===== config.mk =====
export PLATFORM = sky130hd
export DESIGN_NAME = uart_rx_ext
export DESIGN_NICKNAME = d
export VERILOG_FILES = /design/src/rtl/uart_pkg.sv /design/src/rtl/uart_rx_fifo.sv /design/src/rtl/uart_rx_ext.sv
export SDC_FILE = /design/constraint.sdc
export NUM_CORES = 1
export LEC_CHECK = 0
export CORE_AREA = 3 3 112 114
export DETAILED_ROUTE_END_ITERATION = 8
export DIE_AREA = 0 0 115 117
export GPL_TIMING_DRIVEN = 1
export MAX_ROUTING_LAYER = met4
export PLACE_DENSITY = 0.68
export SLEW_MARGIN = 10
export SYNTH_ARGS = -nofsm -noshare
export SYNTH_HDL_FRONTEND = slang
export SYNTH_SLANG_ARGS = --single-unit

===== constraint.sdc =====
create_clock -name clk -period 4.02 [get_ports clk]
set_clock_uncertainty 0.1 [all_clocks]
set_input_delay 0.603 -clock clk [delete_from_list [all_inputs] [get_ports clk]]
set_output_delay 0.603 -clock clk [all_outputs]
set_load 0.02 [all_outputs]

===== src/rtl/uart_pkg.sv =====
// Shared definitions for the UART receiver: parity modes, RX state encoding,
// divisor limit and the parity-check helper.
package uart_pkg;

  localparam logic [1:0] PAR_NONE = 2'b00;
  localparam logic [1:0] PAR_EVEN = 2'b01;
  localparam logic [1:0] PAR_ODD  = 2'b10;

  localparam logic [2:0] ST_IDLE   = 3'd0;
  localparam logic [2:0] ST_START  = 3'd1;
  localparam logic [2:0] ST_DATA   = 3'd2;
  localparam logic [2:0] ST_PARITY = 3'd3;
  localparam logic [2:0] ST_STOP   = 3'd4;
  localparam logic [2:0] ST_BREAK  = 3'd5;

  localparam int unsigned DIV_MIN = 32'd4;

  typedef enum logic [2:0] {
    RX_IDLE   = ST_IDLE,
    RX_START  = ST_START,
    RX_DATA   = ST_DATA,
    RX_PARITY = ST_PARITY,
    RX_STOP   = ST_STOP,
    RX_BREAK  = ST_BREAK
  } rx_state_t;

  function automatic logic par_enabled(input logic [1:0] mode);
    return (mode == PAR_EVEN) || (mode == PAR_ODD);
  endfunction

  // Mode 11 falls into the default arm and never reports a parity error.
  function automatic logic parity_err(input logic data_xor, input logic sample,
                                      input logic [1:0] mode);
    logic err;
    case (mode)
      PAR_EVEN: err = data_xor ^ sample;
      PAR_ODD:  err = ~(data_xor ^ sample);
      default:  err = 1'b0;
    endcase
    return err;
  endfunction

endpackage


===== src/rtl/uart_rx_fifo.sv =====
// Receive FIFO: circular buffer with combinational head, occupancy count and
// sticky overrun raised when a push is dropped on a full buffer.
module uart_rx_fifo #(
  parameter int WIDTH = 10,
  parameter int DEPTH = 4
) (
  input  logic                       clk,
  input  logic                       rst,
  input  logic                       push,
  input  logic [WIDTH-1:0]           push_data,
  input  logic                       pop,
  input  logic                       clr_ovr,
  output logic [WIDTH-1:0]           head,
  output logic [$clog2(DEPTH):0]     count,
  output logic                       not_empty,
  output logic                       overrun
);

  localparam int AW = $clog2(DEPTH);

  logic [WIDTH-1:0] mem_r [DEPTH];
  logic [AW-1:0]    wr_ptr_r;
  logic [AW-1:0]    rd_ptr_r;
  logic [AW:0]      count_r;
  logic [AW:0]      count_s;
  logic             ovr_r;
  logic             full_s;
  logic             empty_s;
  logic             push_ok_s;
  logic             pop_ok_s;
  logic             drop_s;

  assign full_s    = (count_r == (AW+1)'(DEPTH));
  assign empty_s   = (count_r == {(AW+1){1'b0}});
  assign pop_ok_s  = pop & ~empty_s;
  // A pop in the same cycle frees the slot, so a full buffer still accepts the push.
  assign push_ok_s = push & (~full_s | pop_ok_s);
  assign drop_s    = push & full_s & ~pop_ok_s;

  assign head      = mem_r[rd_ptr_r];
  assign count     = count_r;
  assign not_empty = ~empty_s;
  assign overrun   = ovr_r;

  // Next occupancy from the accepted push/pop pair.
  always_comb begin
    count_s = count_r;
    case ({push_ok_s, pop_ok_s})
      2'b10:   count_s = count_r + (AW+1)'(1);
      2'b01:   count_s = count_r - (AW+1)'(1);
      default: count_s = count_r;
    endcase
  end

  // Storage, pointers, count and sticky overrun.
  always_ff @(posedge clk or posedge rst) begin
    if (rst) begin
      for (int i = 0; i < DEPTH; i++) begin
        mem_r[i] <= {WIDTH{1'b0}};
      end
      wr_ptr_r <= {AW{1'b0}};
      rd_ptr_r <= {AW{1'b0}};
      count_r  <= {(AW+1){1'b0}};
      ovr_r    <= 1'b0;
    end else begin
      if (push_ok_s) begin
        mem_r[wr_ptr_r] <= push_data;
        wr_ptr_r        <= wr_ptr_r + AW'(1);
      end
      if (pop_ok_s) begin
        rd_ptr_r <= rd_ptr_r + AW'(1);
      end
      count_r <= count_s;
      if (drop_s) begin
        ovr_r <= 1'b1;
      end else if (clr_ovr) begin
        ovr_r <= 1'b0;
      end
    end
  end

endmodule


===== src/rtl/uart_rx_ext.sv =====
// UART receiver: synchronised RXD, glitch-rejecting start detect, parity and
// framing checks, characters queued in a small FIFO with sticky overrun.
module uart_rx_ext
  import uart_pkg::*;
#(
  parameter int DATA_BITS  = 8,
  parameter int DIV_W      = 16,
  parameter int FIFO_DEPTH = 4
) (
  input  logic                          clk,
  input  logic                          rst,
  input  logic                          RXD,
  input  logic [DIV_W-1:0]              div,
  input  logic [1:0]                    par_mode,
  input  logic                          stop2,
  output logic [DATA_BITS-1:0]          rx_data,
  output logic                          rx_perr,
  output logic                          rx_ferr,
  output logic                          rx_valid,
  input  logic                          rx_ready,
  output logic [$clog2(FIFO_DEPTH):0]   rx_count,
  output logic                          overrun,
  input  logic                          clr_ovr,
  output logic                          busy
);

  localparam int BW = $clog2(DATA_BITS);
  localparam int EW = DATA_BITS + 2;
  localparam logic [BW-1:0] LAST_BIT = BW'(DATA_BITS - 1);

  logic                 sync1_r;
  logic                 rxs_r;
  rx_state_t            state_r,    state_s;
  logic [DIV_W-1:0]     cnt_r,      cnt_s;
  logic [BW-1:0]        bit_idx_r,  bit_idx_s;
  logic [DATA_BITS-1:0] shreg_r,    shreg_s;
  logic                 perr_r,     perr_s;
  logic                 ferr_r,     ferr_s;
  logic [DIV_W-1:0]     div_r,      div_s;
  logic [1:0]           par_r,      par_s;
  logic                 stop2_r,    stop2_s;
  logic                 stop_idx_r, stop_idx_s;
  logic                 push_s;
  logic [EW-1:0]        push_data_s;
  logic [EW-1:0]        head_s;
  logic [DIV_W-1:0]     half_s;
  logic [DIV_W-1:0]     last_s;

  assign half_s = div_r >> 1;
  assign last_s = div_r - DIV_W'(1);

  // Next-state and datapath update for the receive FSM.
  always_comb begin
    state_s     = state_r;
    cnt_s       = cnt_r + DIV_W'(1);
    bit_idx_s   = bit_idx_r;
    shreg_s     = shreg_r;
    perr_s      = perr_r;
    ferr_s      = ferr_r;
    div_s       = div_r;
    par_s       = par_r;
    stop2_s     = stop2_r;
    stop_idx_s  = stop_idx_r;
    push_s      = 1'b0;
    case (state_r)
      RX_IDLE: begin
        cnt_s = {DIV_W{1'b0}};
        if (!rxs_r) begin
          div_s      = div;
          par_s      = par_mode;
          stop2_s    = stop2;
          perr_s     = 1'b0;
          ferr_s     = 1'b0;
          stop_idx_s = 1'b0;
          state_s    = RX_START;
        end else begin
          state_s = RX_IDLE;
        end
      end
      RX_START: begin
        if (cnt_r == half_s) begin
          cnt_s     = {DIV_W{1'b0}};
          bit_idx_s = {BW{1'b0}};
          state_s   = rxs_r ? RX_IDLE : RX_DATA;
        end else begin
          state_s = RX_START;
        end
      end
      RX_DATA: begin
        if (cnt_r == last_s) begin
          cnt_s     = {DIV_W{1'b0}};
          shreg_s   = {rxs_r, shreg_r[DATA_BITS-1:1]};
          bit_idx_s = bit_idx_r + BW'(1);
          if (bit_idx_r == LAST_BIT) begin
            state_s = par_enabled(par_r) ? RX_PARITY : RX_STOP;
          end else begin
            state_s = RX_DATA;
          end
        end else begin
          state_s = RX_DATA;
        end
      end
      RX_PARITY: begin
        if (cnt_r == last_s) begin
          cnt_s   = {DIV_W{1'b0}};
          perr_s  = parity_err(^shreg_r, rxs_r, par_r);
          state_s = RX_STOP;
        end else begin
          state_s = RX_PARITY;
        end
      end
      RX_STOP: begin
        if (cnt_r == last_s) begin
          cnt_s  = {DIV_W{1'b0}};
          ferr_s = ferr_r | ~rxs_r;
          if (stop2_r && !stop_idx_r) begin
            stop_idx_s = 1'b1;
            state_s    = RX_STOP;
          end else begin
            push_s  = 1'b1;
            state_s = rxs_r ? RX_IDLE : RX_BREAK;
          end
        end else begin
          state_s = RX_STOP;
        end
      end
      RX_BREAK: begin
        // Held-low line: one ferr character already pushed, wait for release.
        cnt_s   = {DIV_W{1'b0}};
        state_s = rxs_r ? RX_IDLE : RX_BREAK;
      end
      default: begin
        cnt_s   = {DIV_W{1'b0}};
        state_s = RX_IDLE;
      end
    endcase
  end

  assign push_data_s = {perr_r, ferr_s, shreg_r};

  // RXD synchroniser and FSM/datapath registers.
  always_ff @(posedge clk or posedge rst) begin
    if (rst) begin
      sync1_r    <= 1'b1;
      rxs_r      <= 1'b1;
      state_r    <= RX_IDLE;
      cnt_r      <= {DIV_W{1'b0}};
      bit_idx_r  <= {BW{1'b0}};
      shreg_r    <= {DATA_BITS{1'b0}};
      perr_r     <= 1'b0;
      ferr_r     <= 1'b0;
      div_r      <= {DIV_W{1'b0}};
      par_r      <= PAR_NONE;
      stop2_r    <= 1'b0;
      stop_idx_r <= 1'b0;
    end else begin
      sync1_r    <= RXD;
      rxs_r      <= sync1_r;
      state_r    <= state_s;
      cnt_r      <= cnt_s;
      bit_idx_r  <= bit_idx_s;
      shreg_r    <= shreg_s;
      perr_r     <= perr_s;
      ferr_r     <= ferr_s;
      div_r      <= div_s;
      par_r      <= par_s;
      stop2_r    <= stop2_s;
      stop_idx_r <= stop_idx_s;
    end
  end

  uart_rx_fifo #(
    .WIDTH (EW),
    .DEPTH (FIFO_DEPTH)
  ) u_fifo (
    .clk       (clk),
    .rst       (rst),
    .push      (push_s),
    .push_data (push_data_s),
    .pop       (rx_ready),
    .clr_ovr   (clr_ovr),
    .head      (head_s),
    .count     (rx_count),
    .not_empty (rx_valid),
    .overrun   (overrun)
  );

  assign rx_data = head_s[DATA_BITS-1:0];
  assign rx_ferr = head_s[DATA_BITS];
  assign rx_perr = head_s[DATA_BITS+1];
  assign busy    = (state_r != RX_IDLE);

endmodule


== After elaboration in Yosys (flattened, before gate mapping) ==
Index checks and enable logic that the tools add are counted.
Word-level totals
  ROM bits: 0
  input port bits: 24
  bits in latches: 0
  memories: 0
  register bits: 102
  output and inout bits: 16
  memory bits (writable): 0
Cells by class
  $lt $le $gt $ge: 3
  shift operators: 0
  divide/modulo/power cells: 0
  bitwise gates (word level): 14
  $mul: 0
  mux-type cells: 39
  add/subtract/negate cells: 7
  reduce and logical (&&, ||, !) cells: 19
  equal/unequal tests: 19
Operators with widths (number)
  $bwmux W40: 1
  $mux W16: 2
  $pmux W16 S2: 1
  $mux W10: 3
  $mux W3: 9
  $bmux W10 S2: 1
  $demux W10 S2: 1
  $pmux W3 S6: 1
  $add A16 B1 Y16 const B: 1
  $eq A16 B15 Y1: 1
  $eq A16 B16 Y1: 1
  $sub A16 B1 Y16 const B: 1
  $eq A3 B3 Y1 const B: 4
  $mux W1: 12
  $ne A2 B2 Y1 const B: 6
  $pmux W3 S2: 2
  $reduce_bool A2 Y1: 5
  $pmux W1 S2: 4
  $reduce_xor A8 Y1: 1
  $add A3 B1 Y3 const B: 2
  $eq A3 B2 Y1 const B: 2
  $ge A3 B3 Y1 const B: 2
  $logic_not A3 Y1: 2
  $not A2 Y3: 2
  19 further kinds: 34

== Depth between registers and ports, before layout ==
  depth after elaboration: 8
  depth in mapped cells: 15

== Modules after synthesis ==
From an unflattened synthesis, not the netlist that was laid out.
Unflattened totals
  cell total of the unflattened synthesis: 504
  area total of the unflattened synthesis: 5485.3 um2
By module, submodules not included
  uart_rx_ext: area each 3310.7 um2, cells an instance 367, times used 1, seq. area each 1353.8 um2
  uart_rx_fifo: area each 2174.6 um2, cells an instance 137, times used 1, seq. area each 1201.2 um2

== Worst setup path before layout ==
OpenSTA, ideal clock, no wires.
  kind: reg-to-reg
  from: reg div_r[2]
  to: reg u_fifo.count_r[2], in the netlist u_fifo.count[2]
  path slack: 505 ps
  clock period less this slack: 3515 ps
  cell stages (with the launch flop): 15
  data arrival time: 3283 ps
  required time: 3788 ps
  path through: dfrtp_1 > buf_6 > or3_4 > or4_1 > a211o_1 > or4_1 > a21o_1 > nor4_4 > inv_1 > ha_1 > inv_1 > fa_1 > xor2_1 > nor2_1 > xor2_1
On the way
  cells in the longest elaborated chain, start to end: 7
  elaborated cells between the ends (all ways): 9
  those cells by class: 1 x add/sub; 3 x eq/ne; 3 x mux; 1 x bitwise; 1 x reduce/logical
Ends and longest elaborated chain
  start: declaration: line uart_rx_ext.sv:39  | logic [DIV_W-1:0] div_r, div_s;
  start signal: assignment: line uart_rx_ext.sv:152  | div_r <= {DIV_W{1'b0}};
  start signal: assignment: line uart_rx_ext.sv:165  | div_r <= div_s;
  $sub A16 B1 Y16 (*): line uart_rx_ext.sv:50  | assign last_s = div_r - DIV_W'(1);
  $eq A16 B16 Y1 (*): line uart_rx_ext.sv:113  | if (cnt_r == last_s) begin
  $mux W1 (*): line uart_rx_ext.sv:113
  $mux W1 (*): line uart_rx_ext.sv:65  | case (state_r)
  $and A1 B1 Y1 (*): line uart_rx_fifo.sv:37  | assign push_ok_s = push & (~full_s | pop_ok_s);
  $eq A2 B1 Y1 or $eq A2 B2 Y1 (tied branches): line uart_rx_fifo.sv:48  | case ({push_ok_s, pop_ok_s})
  $pmux W3 S2 or $reduce_bool A2 Y1 (tied branches)
  end signal: assignment: line uart_rx_fifo.sv:63  | count_r <= {(AW+1){1'b0}};
  end signal: assignment: line uart_rx_fifo.sv:73  | count_r <= count_s;
  end: declaration: line uart_rx_fifo.sv:24  | logic [AW:0] count_r;
Mark *: on every way between the ends. The rest lies on a longest branch, timed or not.
A chain may end at the register's enable or synchronous reset.

== Worst setup path after layout ==
  from: reg div_r[1]
  to: reg u_fifo.count_r[2], in the netlist u_fifo.count[2]
The elaborated chain is that of the path after synthesis.

==> metrics.log <==
[metrics] Synth Net Count: 533
[metrics] detailed placement HPWL: 8470 um
[metrics] fraction of layout instances using a drive strength above 1: 21.9%
[metrics] outcome: complete, no violations
[metrics] number of instances in the synthesized netlist: 497
[metrics] kind of start point of the critical path: register
[metrics] Mean Syn Cell Area: 11.6 sq um
[metrics] transition at the pin with the smallest max-transition slack: 846 ps
[metrics] H-tree levels: 3
[metrics] maximum ir drop on the vdd rail: 283 uV
[metrics] most common flop cell mapped by yosys: sky130_fd_sc_hd__dfrtp_1
[metrics] reg2reg setup slack: 280 ps
[metrics] Avg WL per Cell: 17.5 um
[metrics] destination of the worst register-to-register timing path: u_fifo.count[2]
[metrics] fraction of registers with async set/reset: 100%
[metrics] number of diodes added for antenna fixing: 0
[metrics] I/O pin total: 40
[metrics] leading cell type in the layout, fill and taps excluded: sky130_fd_sc_hd__dfrtp_1
[metrics] cts hold-fix bufs: 0
[metrics] setup repair after global routing missed its margin: no
[metrics] WHS Path Cells: 0
[metrics] final total negative setup slack: 0 ps
[metrics] via count of the first global-routing pass: 3891
[metrics] clock tree sinks: 102
[metrics] Max Cap Viol: 0
[metrics] count of standard-cell rows: 39
[metrics] Yosys reg bits: 102
[metrics] count of flip-flops with a built-in enable after synthesis: 0
[metrics] startpoint of the most critical register-to-register path: div_r[1]
[metrics] Leak: 2.91 nW
[metrics] die outline width: 115 um
[metrics] antenna violations before repair: 0
[metrics] Core ar.: 11500 sq um
[metrics] start-to-end type of the worst setup path: reg -> reg
[metrics] WHS Endpoint: rxs_r
[metrics] global-route usage over all layers: 19.0%
[metrics] global placement routability congestion: 0.904
[metrics] starting density of the core: 50.2%
[metrics] kind of end point of the critical path: register
[metrics] Highest Clock Rate: 0.268 GHz
[metrics] Final Util: 56.9%
[metrics] leading cell types in the layout, fill and taps excluded: sky130_fd_sc_hd__dfrtp_1 (100), sky130_fd_sc_hd__mux2_2 (56), sky130_fd_sc_hd__clkdlybuf4s50_1 (39)
[metrics] classification of the worst-slack hold path: reg -> reg
[metrics] logic depth of the worst register-to-register path: 13
[metrics] remaining global-route overflow: 0
[metrics] Tmin final: 3740 ps
[metrics] CP arrival: 3870 ps
[metrics] share of Yosys cell area claimed by the top area cell type: 43.3%
[metrics] endpoints failing setup: 0
[metrics] number of library cell types mapped by synthesis: 69
[metrics] min-delay src: sync1_r
[metrics] CTS Root Buffer Type: sky130_fd_sc_hd__clkbuf_16
[metrics] violation count after the first detailed-routing iteration: 201
[metrics] most area-consuming cells after synthesis: sky130_fd_sc_hd__dfrtp_1 (43%), sky130_fd_sc_hd__mux2_2 (11%), sky130_fd_sc_hd__xor2_1 (4.9%)
[metrics] Final nets: 560
[metrics] clock input transition at the sequential cells of the worst setup and hold paths: 70 ps
[metrics] Routed Wire Length: 11700 um
[metrics] overall die area: 13500 sq um
[metrics] yosys warns: 0
[metrics] combined area of all synthesized cells: 5780 sq um
[metrics] wire length of the first global-routing pass: 19300 um
[metrics] post-synthesis cell type with the largest combined area: sky130_fd_sc_hd__dfrtp_1
[metrics] Worst EP required: 4160 ps
[metrics] final cycle utilization of the critical path: 92.9%
[metrics] area growth from synthesis to layout: 13.5%
[metrics] latest clock arrival within the worst-skew pair: 350 ps
[metrics] drt via density: 5.80
[metrics] total of buffers placed on input and output ports: 39
[metrics] Critical Path Fanout Max: 6
[metrics] First-pass DRT Iterations: 4
[metrics] Final Hold Fails: 0
[metrics] PostCTS Resize Cnt: 0
[metrics] Slew Limit Headroom: 43.5%
[metrics] overall via count from detail_route: 3898
[metrics] count of unresolved DRC violations after routing: 0
[metrics] CTS Buffer Depth: 2
[metrics] total count of max-transition violations in the final report: 0
[metrics] post-route ant nets: 0
[metrics] total CTS buffers: 9
[metrics] Die H: 117 um
[metrics] TritonCTS clock tree: built
[metrics] setup repair bufs after CTS: 0
[metrics] Hold WS: 267 ps
[metrics] total power density per cell area: 446 nW/um^2
[metrics] maximum number of pins on one net before global-route repair: 64
[metrics] sequential fraction of the synthesis area: 44.2%
==> synthesized netlist by cell type (3+ instances only) <==
| cell | n |
|---|---|
| sky130_fd_sc_hd__nand4b_4 | 3 |
| sky130_fd_sc_hd__nand2b_1 | 3 |
| sky130_fd_sc_hd__or3_1 | 7 |
| sky130_fd_sc_hd__or4_1 | 3 |
| sky130_fd_sc_hd__nor4_2 | 5 |
| sky130_fd_sc_hd__a211o_1 | 4 |
| sky130_fd_sc_hd__nor2_1 | 15 |
| sky130_fd_sc_hd__nor3b_1 | 4 |
| sky130_fd_sc_hd__ha_1 | 11 |
| sky130_fd_sc_hd__and3_1 | 10 |
| sky130_fd_sc_hd__nor4_4 | 3 |
| sky130_fd_sc_hd__mux4_2 | 10 |
| sky130_fd_sc_hd__xor2_1 | 32 |
| sky130_fd_sc_hd__dfrtp_1 | 100 |
| sky130_fd_sc_hd__mux2_2 | 56 |
| sky130_fd_sc_hd__and2_1 | 5 |
| sky130_fd_sc_hd__buf_2 | 7 |
| sky130_fd_sc_hd__nor4_1 | 13 |
| sky130_fd_sc_hd__o211ai_1 | 3 |
| sky130_fd_sc_hd__nor3_1 | 17 |
| sky130_fd_sc_hd__nand2_1 | 22 |
| sky130_fd_sc_hd__o21ai_0 | 7 |
| sky130_fd_sc_hd__nand4_1 | 7 |
| sky130_fd_sc_hd__mux2i_1 | 4 |
| sky130_fd_sc_hd__a21oi_1 | 4 |
| sky130_fd_sc_hd__inv_1 | 18 |
| sky130_fd_sc_hd__mux2_1 | 7 |
| sky130_fd_sc_hd__nand3_1 | 11 |
| sky130_fd_sc_hd__nor2b_1 | 7 |
| sky130_fd_sc_hd__xnor2_1 | 24 |
| sky130_fd_sc_hd__clkbuf_1 | 20 |
| sky130_fd_sc_hd__nor4b_1 | 5 |
| sky130_fd_sc_hd__buf_6 | 4 |
==> sequential cells by signal (all words and copies together) (netlist names), 3 cells and up <==
register,flops
bit_idx_r,3
cnt_r,16
div_r,16
shreg_r,8
state_r,3
u_fifo.count,3
u_fifo.mem_r,40
==> through the flow <==
step	instance area [sq um]	std cells	worst slack [ps]	total power [W]
floorplan	5780	497	505	0.00186
global placement	6260	656	363	0.00204
detailed placement	6260	656	280	0.00207
CTS	6560	672	273	0.00295
global route	6560	672	73.3	0.00309
finish	6560	672	285	0.00293
==> report_power, final <==
part | internal (W) | switching, W | total, W
Combinational | 0.000349 | 0.000329 | 0.000678
Sequential | 0.00113 | 0.000236 | 0.00137
Clock | 0.000487 | 0.000392 | 0.000879
Total | 0.00197 | 0.000957 | 0.00293
==> kinds of logic (layout without fill, tap and decap cells) <==
group	count (synthesis)	in the layout	synth area share, %
buf+inv	51	83	4.05
compound gates	45	45	5.89
simple gates	154	154	17.7
flops	102	102	44.2
mux	77	77	16.9
fa+ha+maj	12	12	2.73
xor+xnor	56	56	8.49
==> cell type report <==
cell class / count / area (sq um)
Sequential cell: 102 / 2550
Tap cell: 143 / 179
Multi-Input combinational cell: 344 / 2990
Clock buffer: 10 / 229
Fill cell: 992 / 4960
Clock inverter: 6 / 68.8
Inverter: 18 / 70.1
Timing Repair Buffer: 49 / 465
==> critical path, stage by stage (launching register included) <==
cell and delay, ps:
sky130_fd_sc_hd__dfrtp_1 440, sky130_fd_sc_hd__or3_4 430, sky130_fd_sc_hd__or4_1 480, sky130_fd_sc_hd__a211o_1 310, sky130_fd_sc_hd__or4_1 430, sky130_fd_sc_hd__a21o_1 210
sky130_fd_sc_hd__nor4_4 340, sky130_fd_sc_hd__inv_1 80, sky130_fd_sc_hd__ha_1 210, sky130_fd_sc_hd__inv_1 70, sky130_fd_sc_hd__fa_1 170, sky130_fd_sc_hd__xor2_1 140
sky130_fd_sc_hd__nor2_1 60, sky130_fd_sc_hd__xor2_1 140
==> worst max path at each step <==
| stage | startpoint | to | slack [ps] | cells past startpoint |
|---|---|---|---|---|
| 6_report | div_r[1] | u_fifo.count[2] | 280 | 13 |
| 5_1_grt | div_r[1] | u_fifo.count[2] | 70 | 13 |
| 4_1_cts | div_r[1] | u_fifo.count[2] | 270 | 13 |
| 3_5_place_dp | div_r[1] | u_fifo.count[2] | 280 | 13 |
| 3_3_place_gp | div_r[1] | u_fifo.count[2] | 360 | 13 |
| 2_1_floorplan | div_r[2] | u_fifo.count[2] | 510 | 14 |
==> metal layers <==
layer  wire length, um  part of all wire (%)  vias up  track usage, %
li1                  -                     -     1851               -
met1              4990                    43     1958            22.3
met2              6180                    53       74            32.6
met3               339                   2.9       15            2.78
met4               233                   2.0        0            7.90
met5                 0                     0        -               -
No activity file was read; power rests on OpenSTA's default activity.
